==> src/rtl/fp_pkg.sv <==
// Shared floating-point definitions: operand classes, flag bit positions and
// the canonical quiet-NaN encoding for any exponent/fraction width.
package fp_pkg;

    typedef enum logic [1:0] {
        ZERO = 2'd0,
        NORM = 2'd1,
        INF  = 2'd2,
        NAN  = 2'd3
    } fp_class_e;

    localparam int FLAG_INEXACT   = 0;
    localparam int FLAG_UNDERFLOW = 1;
    localparam int FLAG_OVERFLOW  = 2;
    localparam int FLAG_INVALID   = 3;
    localparam int FLAG_W         = 4;

    // Positive sign, all-ones exponent, only the fraction MSB set (quiet bit).
    function automatic logic [63:0] canon_nan(input int exp_w, input int man_w);
        logic [63:0] v;
        v = ((64'd1 << exp_w) - 64'd1) << man_w;
        v = v | (64'd1 << (man_w - 1));
        return v;
    endfunction

    // Subnormals land in ZERO: they are flushed on input.
    function automatic fp_class_e fp_class(input logic exp_zero,
                                           input logic exp_ones,
                                           input logic frac_zero);
        if (exp_zero)
            return ZERO;
        else if (!exp_ones)
            return NORM;
        else if (frac_zero)
            return INF;
        else
            return NAN;
    endfunction

endpackage

==> src/rtl/fp_round_pack.sv <==
// Final multiplier stage: normalise the raw significand product, round to
// nearest-even, detect over/underflow and pack the result word with flags.
module fp_round_pack
    import fp_pkg::*;
#(
    parameter int EXP_W = 8,
    parameter int MAN_W = 23
) (
    input  logic                          i_sign,
    input  logic signed [EXP_W+1:0]       i_exp,
    input  fp_class_e                     i_cls,
    input  logic                          i_inv,
    input  logic [2*(MAN_W+1)-1:0]        i_prod,
    output logic [EXP_W+MAN_W:0]          o_word,
    output logic [FLAG_W-1:0]             o_flags
);

    localparam int W      = 1 + EXP_W + MAN_W;
    localparam int PROD_W = 2 * (MAN_W + 1);
    localparam int E_W    = EXP_W + 2;
    localparam logic signed [E_W-1:0] EMAX = E_W'((1 << EXP_W) - 1);

    logic                         w_top;
    logic [PROD_W-2:0]            w_norm;
    logic [MAN_W-1:0]             w_mant;
    logic                         w_guard;
    logic                         w_sticky;
    logic                         w_round_up;
    logic [MAN_W:0]               w_mant_r;
    logic signed [E_W-1:0]        w_exp_n;
    logic signed [E_W-1:0]        w_exp_r;
    logic                         w_inexact;

    // Product of two [1,2) significands lies in [1,4); the leading one sits
    // at bit PROD_W-1 or PROD_W-2 and is dropped after alignment.
    assign w_top      = i_prod[PROD_W-1];
    assign w_norm     = w_top ? i_prod[PROD_W-2:0] : {i_prod[PROD_W-3:0], 1'b0};
    assign w_mant     = w_norm[PROD_W-2 -: MAN_W];
    assign w_guard    = w_norm[PROD_W-2-MAN_W];
    assign w_sticky   = |w_norm[PROD_W-3-MAN_W:0];
    assign w_round_up = w_guard & (w_sticky | w_mant[0]);
    assign w_mant_r   = {1'b0, w_mant} + (MAN_W+1)'(w_round_up);
    assign w_exp_n    = i_exp + $signed({{(E_W-1){1'b0}}, w_top});
    assign w_exp_r    = w_exp_n + $signed({{(E_W-1){1'b0}}, w_mant_r[MAN_W]});
    assign w_inexact  = w_guard | w_sticky;

    always_comb begin
        o_word  = '0;
        o_flags = '0;
        case (i_cls)
            NAN: begin
                o_word                = W'(canon_nan(EXP_W, MAN_W));
                o_flags[FLAG_INVALID] = i_inv;
            end
            INF: begin
                o_word = {i_sign, {EXP_W{1'b1}}, {MAN_W{1'b0}}};
            end
            ZERO: begin
                o_word = {i_sign, {(W-1){1'b0}}};
            end
            default: begin
                if (w_exp_r >= EMAX) begin
                    o_word                 = {i_sign, {EXP_W{1'b1}}, {MAN_W{1'b0}}};
                    o_flags[FLAG_OVERFLOW] = 1'b1;
                    o_flags[FLAG_INEXACT]  = 1'b1;
                end else if (w_exp_r <= 0) begin
                    o_word                  = {i_sign, {(W-1){1'b0}}};
                    o_flags[FLAG_UNDERFLOW] = 1'b1;
                    o_flags[FLAG_INEXACT]   = 1'b1;
                end else begin
                    // A rounding carry leaves the stored fraction at zero.
                    o_word                = {i_sign, w_exp_r[EXP_W-1:0], w_mant_r[MAN_W-1:0]};
                    o_flags[FLAG_INEXACT] = w_inexact;
                end
            end
        endcase
    end

endmodule

==> src/rtl/fp_mul_pipe.sv <==
// Three-stage IEEE-style multiplier with valid/ready handshaking; the whole
// pipe freezes when the output is held by the consumer.
module fp_mul_pipe
    import fp_pkg::*;
#(
    parameter int EXP_W = 8,
    parameter int MAN_W = 23
) (
    input  logic                     clk,
    input  logic                     rst,
    input  logic                     in_valid,
    output logic                     in_ready,
    input  logic [EXP_W+MAN_W:0]     mul1,
    input  logic [EXP_W+MAN_W:0]     mul2,
    output logic                     out_valid,
    input  logic                     out_ready,
    output logic [EXP_W+MAN_W:0]     product,
    output logic [FLAG_W-1:0]        flags
);

    localparam int W      = 1 + EXP_W + MAN_W;
    localparam int SIG_W  = MAN_W + 1;
    localparam int PROD_W = 2 * SIG_W;
    localparam int E_W    = EXP_W + 2;
    localparam logic signed [E_W-1:0] BIAS = E_W'((1 << (EXP_W - 1)) - 1);

    logic [EXP_W-1:0]       w_ea, w_eb;
    logic [MAN_W-1:0]       w_fa, w_fb;
    fp_class_e              w_ca, w_cb, w_cls;
    logic                   w_inv;
    logic signed [E_W-1:0]  w_esum;
    logic                   w_stall;
    logic [W-1:0]           w_rp_word;
    logic [FLAG_W-1:0]      w_rp_flags;

    logic                   r_s1_valid;
    logic                   r_s1_sign;
    logic signed [E_W-1:0]  r_s1_exp;
    fp_class_e              r_s1_cls;
    logic                   r_s1_inv;
    logic [SIG_W-1:0]       r_s1_siga, r_s1_sigb;

    logic                   r_s2_valid;
    logic                   r_s2_sign;
    logic signed [E_W-1:0]  r_s2_exp;
    fp_class_e              r_s2_cls;
    logic                   r_s2_inv;
    logic [PROD_W-1:0]      r_s2_prod;

    logic                   r_out_valid;
    logic [W-1:0]           r_product;
    logic [FLAG_W-1:0]      r_flags;

    assign w_ea = mul1[W-2 -: EXP_W];
    assign w_eb = mul2[W-2 -: EXP_W];
    assign w_fa = mul1[MAN_W-1:0];
    assign w_fb = mul2[MAN_W-1:0];
    assign w_ca = fp_class(w_ea == '0, &w_ea, w_fa == '0);
    assign w_cb = fp_class(w_eb == '0, &w_eb, w_fb == '0);
    assign w_esum = $signed({2'b00, w_ea}) + $signed({2'b00, w_eb}) - BIAS;

    // Special-case priority: NaN beats inf*0, which beats inf, which beats zero.
    always_comb begin
        w_cls = NORM;
        w_inv = 1'b0;
        if (w_ca == NAN || w_cb == NAN) begin
            w_cls = NAN;
        end else if ((w_ca == INF && w_cb == ZERO) || (w_ca == ZERO && w_cb == INF)) begin
            w_cls = NAN;
            w_inv = 1'b1;
        end else if (w_ca == INF || w_cb == INF) begin
            w_cls = INF;
        end else if (w_ca == ZERO || w_cb == ZERO) begin
            w_cls = ZERO;
        end
    end

    assign w_stall  = r_out_valid && !out_ready;
    assign in_ready = !rst || !w_stall;

    always_ff @(posedge clk) begin
        if (!rst) begin
            r_s1_valid  <= 1'b0;
            r_s2_valid  <= 1'b0;
            r_out_valid <= 1'b0;
            r_product   <= '0;
            r_flags     <= '0;
        end else if (!w_stall) begin
            r_s1_valid  <= in_valid;
            r_s2_valid  <= r_s1_valid;
            r_out_valid <= r_s2_valid;
            if (r_s2_valid) begin
                r_product <= w_rp_word;
                r_flags   <= w_rp_flags;
            end
        end
    end

    // Datapath registers need no reset: their contents are qualified by the valids.
    always_ff @(posedge clk) begin
        if (!w_stall) begin
            r_s1_sign <= mul1[W-1] ^ mul2[W-1];
            r_s1_exp  <= w_esum;
            r_s1_cls  <= w_cls;
            r_s1_inv  <= w_inv;
            r_s1_siga <= {1'b1, w_fa};
            r_s1_sigb <= {1'b1, w_fb};

            r_s2_sign <= r_s1_sign;
            r_s2_exp  <= r_s1_exp;
            r_s2_cls  <= r_s1_cls;
            r_s2_inv  <= r_s1_inv;
            r_s2_prod <= r_s1_siga * r_s1_sigb;
        end
    end

    fp_round_pack #(
        .EXP_W (EXP_W),
        .MAN_W (MAN_W)
    ) u_round_pack (
        .i_sign  (r_s2_sign),
        .i_exp   (r_s2_exp),
        .i_cls   (r_s2_cls),
        .i_inv   (r_s2_inv),
        .i_prod  (r_s2_prod),
        .o_word  (w_rp_word),
        .o_flags (w_rp_flags)
    );

    assign out_valid = r_out_valid;
    assign product   = r_product;
    assign flags     = r_flags;

endmodule

==> config.mk <==
export PLATFORM = sky130hd
export DESIGN_NAME = fp_mul_pipe
export DESIGN_NICKNAME = d
export VERILOG_FILES = /design/src/rtl/fp_pkg.sv /design/src/rtl/fp_round_pack.sv /design/src/rtl/fp_mul_pipe.sv
export SDC_FILE = /design/constraint.sdc
export NUM_CORES = 2
export LEC_CHECK = 0
export ABC_CLOCK_PERIOD_IN_PS = 11600
export CORE_ASPECT_RATIO = 1.4
export CORE_UTILIZATION = 55
export CTS_BUF_LIST = sky130_fd_sc_hd__clkbuf_8
export DETAILED_ROUTE_END_ITERATION = 6
export GPL_ROUTABILITY_DRIVEN = 0
export GPL_TIMING_DRIVEN = 0
export PLACE_DENSITY = 0.73
export SYNTH_ARGS = -nofsm -noshare
export SYNTH_HDL_FRONTEND = slang
export SYNTH_SLANG_ARGS = --single-unit
export TNS_END_PERCENT = 5
==> constraint.sdc <==
create_clock -name clk -period 11.6 [get_ports clk]
set_input_delay 1.74 -clock clk [delete_from_list [all_inputs] [get_ports clk]]
set_output_delay 1.74 -clock clk [all_outputs]
set_load 0.02 [all_outputs]
Yosys cells after proc, flatten, opt, wreduce, memory -nomap -nowiden
Index checks and enable logic that the tools add are counted.
{ "totals": {"register_bits": 161, "wordCells": 81} }
{ "classes": {"addsub": 5, "multipliers": 1, "magnitude_cmp": 2, "n_eq_ne": 6, "muxes": 20, "n_bitwise": 5, "reduce_logical": 25} }
{ "op_table": {"columns": ["op", "n"], "rows": [
  ["$pmux W32 S3", 1],
  ["$mux W31", 2],
  ["$mul A24 B24 Y48", 1],
  ["$mux W47", 1],
  ["$logic_not A23 Y1", 2],
  ["$add A23 B1 Y24", 1],
  ["$reduce_or A23 Y1", 1],
  ["$add A10 B2 Y10", 2],
  ["$logic_not A8 Y1", 2],
  ["$reduce_and A8 Y1", 2],
  ["$eq A2 B2 Y1 const B", 6],
  ["$mux W1", 11],
  ["$ge A10 B9 Y1 const B", 1],
  ["$le A10 B1 Y1 const B", 1],
  ["$sub A9 B7 Y10 const B", 1],
  ["$add A8 B8 Y9", 1],
  ["$mux W2", 4],
  ["$logic_not A2 Y1", 3],
  ["$reduce_or A3 Y1", 2],
  ["$logic_or A1 B1 Y1", 5],
  ["$logic_and A1 B1 Y1", 3],
  ["$logic_not A1 Y1", 3],
  ["$mux W3", 1],
  ["$or A1 B1 Y1", 2],
  ["other kinds (5)", 5]
]} }

Logic depth before layout (Yosys ltp)
{ "logic_depth": {"ltp_word": 10, "ltp_mapped": 26, "ltp_nobuf": 24} }

By module
A second synthesis with hierarchy kept.
{ "hier_totals": {"cells_unflattened": 2784, "hier_area_um2": 26188.9} }
{ "modules_own_cells": {"columns": ["mod", "n_inst", "cells_each", "area_each_um2", "seq_area_each_um2"], "rows": [
  ["fp_mul_pipe", 1, 2535, 24506.0, 4444.3],
  ["fp_round_pack", 1, 249, 1682.9, 0.0]
]} }

Least setup slack after synthesis
OpenSTA, ideal clock, no wires.
{ "synth_timing": {"kind": "register to register", "startpoint": "reg r_s1_siga[13]", "endpoint": "reg r_s2_prod[41], data pin", "setup_time_ns": 0.263, "arrival_ns": 6.472, "t_required_ns": 11.337, "slack_ns": 4.865, "stages_incl_launch_ff": 26, "synth_period_minus_slack_ns": 6.735, "path_cell_list": "edfxtp_1 > clkbuf_1 > nand2_1 > fa_1 > inv_1 > fa_1 > inv_1 > fa_1 > inv_1 > fa_1 > inv_1 > fa_1 > inv_1 > fa_1 > inv_1 > fa_1 > inv_1 > ha_1 > clkbuf_1 > and3_1 > o211ai_1 > and3_1 > o311a_1 > o31ai_1 > a311oi_1 > xnor2_1"} }
{ "synth_between": {"elab_chain_cells": 1} }
{ "synth_rtl": {"columns": ["item", "line_no", "text"], "rows": [
  ["start: declaration", "fp_mul_pipe.sv:41", "logic [SIG_W-1:0] r_s1_siga, r_s1_sigb;"],
  ["start signal: assignment", "fp_mul_pipe.sv:106", "r_s1_siga <= {1'b1, w_fa};"],
  ["$mul A24 B24 Y48", "fp_mul_pipe.sv:113", "r_s2_prod <= r_s1_siga * r_s1_sigb;"],
  ["end signal: assignment", "fp_mul_pipe.sv:113", null],
  ["end: declaration", "fp_mul_pipe.sv:48", "logic [PROD_W-1:0] r_s2_prod;"]
]} }
Every way passes these cells.
A chain may end at the register's enable or synchronous reset.

Final worst setup path
{ "layout_timing": {"startpoint": "reg r_s1_siga[14]", "endpoint": "reg r_s2_prod[44], data pin"} }
The elaborated chain is that of the path after synthesis.

==> metrics.md <==
| Metric | Value |
|---|---|
| WL per Instance | `between 20 and 25 um` |
| Fmax | `117 MHz` |
| All-layer global routing usage | `a little over a third` |
| Tcrit/Tclk final | `73.9%` |
| First-pass GRT wire length | `about 120 mm` |
| Synth unique cells | `69` |
| Cell Rows | `93` |
| Crit path capture type | `register` |
| Mapped Area | `25500 sq um` |
| Most frequent cell after synthesis | `inv_1` |
| Synth area leader | `fa_1` |
| First drt pass iteration count | `7` |
| Async SR Flop Fraction | `0%` |
| Final ANT Viol Nets | `0` |
| Syn avg cell area | `~9.6 sq um` |
| Final wirelength | `78.5 mm` |
| Hold Crit Start | `r_s1_exp[0]` |
| Hold-fix buffers, CTS | `0` |
| EDFF count, synth | `122` |
| H-tree depth | `4` |
| Share of the yosys chip area belonging to registers | `17.4%` |
| Area Overhead vs Synth | `9.08%` |
| Vias in the first global route | `21000` |
| DRC violations left | `5` |
| Nets@finish | `3525` |
| Failing checks | `design-rule violations` |
| Actual slew at the worst max-slew pin | `1070 ps` |
| Setup Viol. Count Final | `0` |
| Synth top cells by count | `inv_1, fa_1, nand2_1` |
| Initial drt markers | `1633` |
| CTS Buf Count | `17` |
| Root buffer cell | `clkbuf_8` |
| CTS Sinks | `161` |
| Setup TNS | `0 ps` |
| Core ar. | `45800 sq um` |
| HP Class | `reg2reg` |
| Yosys warning total | `0` |
| Fillers | `around 3800` |
| Die area | `~47000 sq um` |
| Via count | `19700` |
| Fin. Hold Viols | `0` |
| CTS tree | `done` |
| Min cycle time layout | `8570 ps` |
| Top FF cell, synth | `edfxtp_1` |
| Critical path fanouts, max | `10` |
| Synthesized flop and latch total | `161` |
| Die W | `184 um` |
| Initial Utilization | `about 56%` |
| Worst clock skew | `20.0 ps` |
| Clk_lat worst skew | `530 ps` |
| Crit Path Category | `reg2reg` |
| Synth area leaders | `fa_1, edfxtp_1, ha_1` |
| Die H | `approximately 260 um` |
| Crit. Startpoint | `r_s1_siga[14]` |
| Worst rel slew slack | `28.5%` |
| HPWL after DPL | `around 63 mm` |
| Initial antenna violation count | `7` |
| Place WS | `~3300 ps` |
| Worst-path clk slew | `110 ps` |
| Drt via density | `~5.7` |
| Unrepaired setup endpoints after global routing | `no` |
| CP Data Arrival Time | `8900 ps` |
| Yosys top cell area share | `between 30% and 40%` |
| Layout cells sized above 1 | `about 2.1%` |
| Type of origin of the critical path | `register` |
| Hold WS | `419 ps` |
| Max Root-Sink Buffers | `2` |
| Worst r2r src | `r_s1_siga[14]` |
| PostCTS Resize Cnt | `0` |
| CP required | `11930 ps` |
| Grt ovf | `0` |
| Io pins | `106` |
| Final worst setup slack | `between 3000 and 4000 ps` |
| Cells after Synth | `~2700` |
| Final core occ | `between 60% and 70%` |
| Syn_nets | `about 3400` |
| Max-slew violations | `0` |
| Max Cap Violations | `0` |
| Post-CTS setup repair buffer count | `0` |
| Largest net degree at the start of global routing | `between 60 and 70` |
| Status | `finished, violations left` |
| Number of port buffers | `105` |
stage by stage:
stage / std cells / area, sq um
floorplan: 2656 / 25500
global placement: 3378 / 27300
detailed placement: 3380 / 27400
CTS: 3412 / 27800
global route: 3414 / 27800
finish: 3421 / 27800
flip-flops by register name (all words and copies together), names as in the netlist, 2 cells and up:
name,count
r_s2_exp,10
r_s1_exp,10
r_s1_cls,2
product,32
r_s1_siga,23
r_s1_sigb,23
flags,4
r_s2_prod,48
r_s2_cls,2
cells in the final DEF (no fill, tap or decap), types with 4 or more instances in the layout:
master,netlist,layout
a21oi_1,54,54
or3_1,6,6
nor4_1,19,19
nor2b_1,14,14
a211oi_1,8,8
clkbuf_8,0,18
nor2_1,89,89
inv_6,0,4
nor3_1,17,17
clkinv_8,0,4
clkbuf_1,99,99
nand3_1,28,28
nand4_1,15,15
a31oi_1,9,9
mux2i_1,18,18
edfxtp_1,122,122
o221a_2,5,5
fa_1,484,484
ha_1,191,191
a32o_1,4,4
a21boi_0,5,5
nand2_1,330,330
and2_1,250,250
o31ai_1,4,4
a21o_1,18,18
o21bai_1,7,7
buf_1,4,4
clkdlybuf4s50_1,0,105
dfxtp_1,39,39
o21a_1,4,4
nand2b_1,6,6
and3_1,10,10
o21ai_0,37,37
o211ai_1,6,6
or4_1,4,4
inv_1,594,593
xnor2_1,44,44
a22o_1,18,18
xor2_1,41,41
diode_2,0,9
worst max-delay path, stage by stage (launching register included):
cell and delay (ps):
edfxtp_1 790, clkbuf_1 700, nand2_1 180, fa_1 580, inv_1 50, fa_1 490, inv_1 70, fa_1 520
fa_1 520, inv_1 60, fa_1 530, fa_1 500, inv_1 50, fa_1 490, inv_1 90, ha_1 290
clkbuf_1 170, a21oi_1 310, o21ai_0 160, a21o_1 200, a31o_2 270, a211oi_1 590, o211ai_1 260, mux2i_1 160
a211oi_1 290
final cells by class:
| class | count | area, sq um | area share, % |
|---|---|---|---|
| timing repair buffer | 107 | 1080 | 3.89 |
| multi-input combinational | 1790 | 18400 | 66.1 |
| inverter | 598 | 2250 | 8.08 |
| buffer | 107 | 428 | 1.54 |
| sequential | 161 | 4440 | 16.0 |
| tap | 617 | 772 | 2.77 |
| clock buffer | 18 | 248 | 0.890 |
| clock inverter | 14 | 186 | 0.670 |
| antenna | 9 | 22.5 | 0.0809 |
logic make-up (layout without fill, tap and decap cells):
kind of cell | Yosys count | after routing | synth area share [%]
AO/OA/AOI/OAI | 204 | 204 | 5.44
buffers and inverters | 705 | 844 | 10.5
flip-flops | 161 | 161 | 17.4
AND/OR/NAND/NOR | 806 | 806 | 15.6
other | 0 | 9 | 0
adder cells (fa/ha/maj) | 675 | 675 | 47.3
multiplexers | 20 | 20 | 0.794
XOR/XNOR | 85 | 85 | 2.92
routing by layer:
metal	GRT usage [%]	wire (um)
met1	39.5	26000
met4	24.7	6630
met3	10.5	9010
met5	0	10
met2	57.6	36900
path summary, 6_finish.rpt:
path | endpoint | slack (ps) | cells past startpoint
setup reg to reg | r_s2_prod[44] | 3030 | 24
setup / recovery | r_s2_prod[44] | 3030 | 24
hold reg to reg | r_s2_exp[0] | 420 | 0
hold / removal | r_s2_exp[0] | 420 | 0
Power is not shown: default switching activity piles up to over one toggle a cycle in this logic, so the estimate is an artifact.
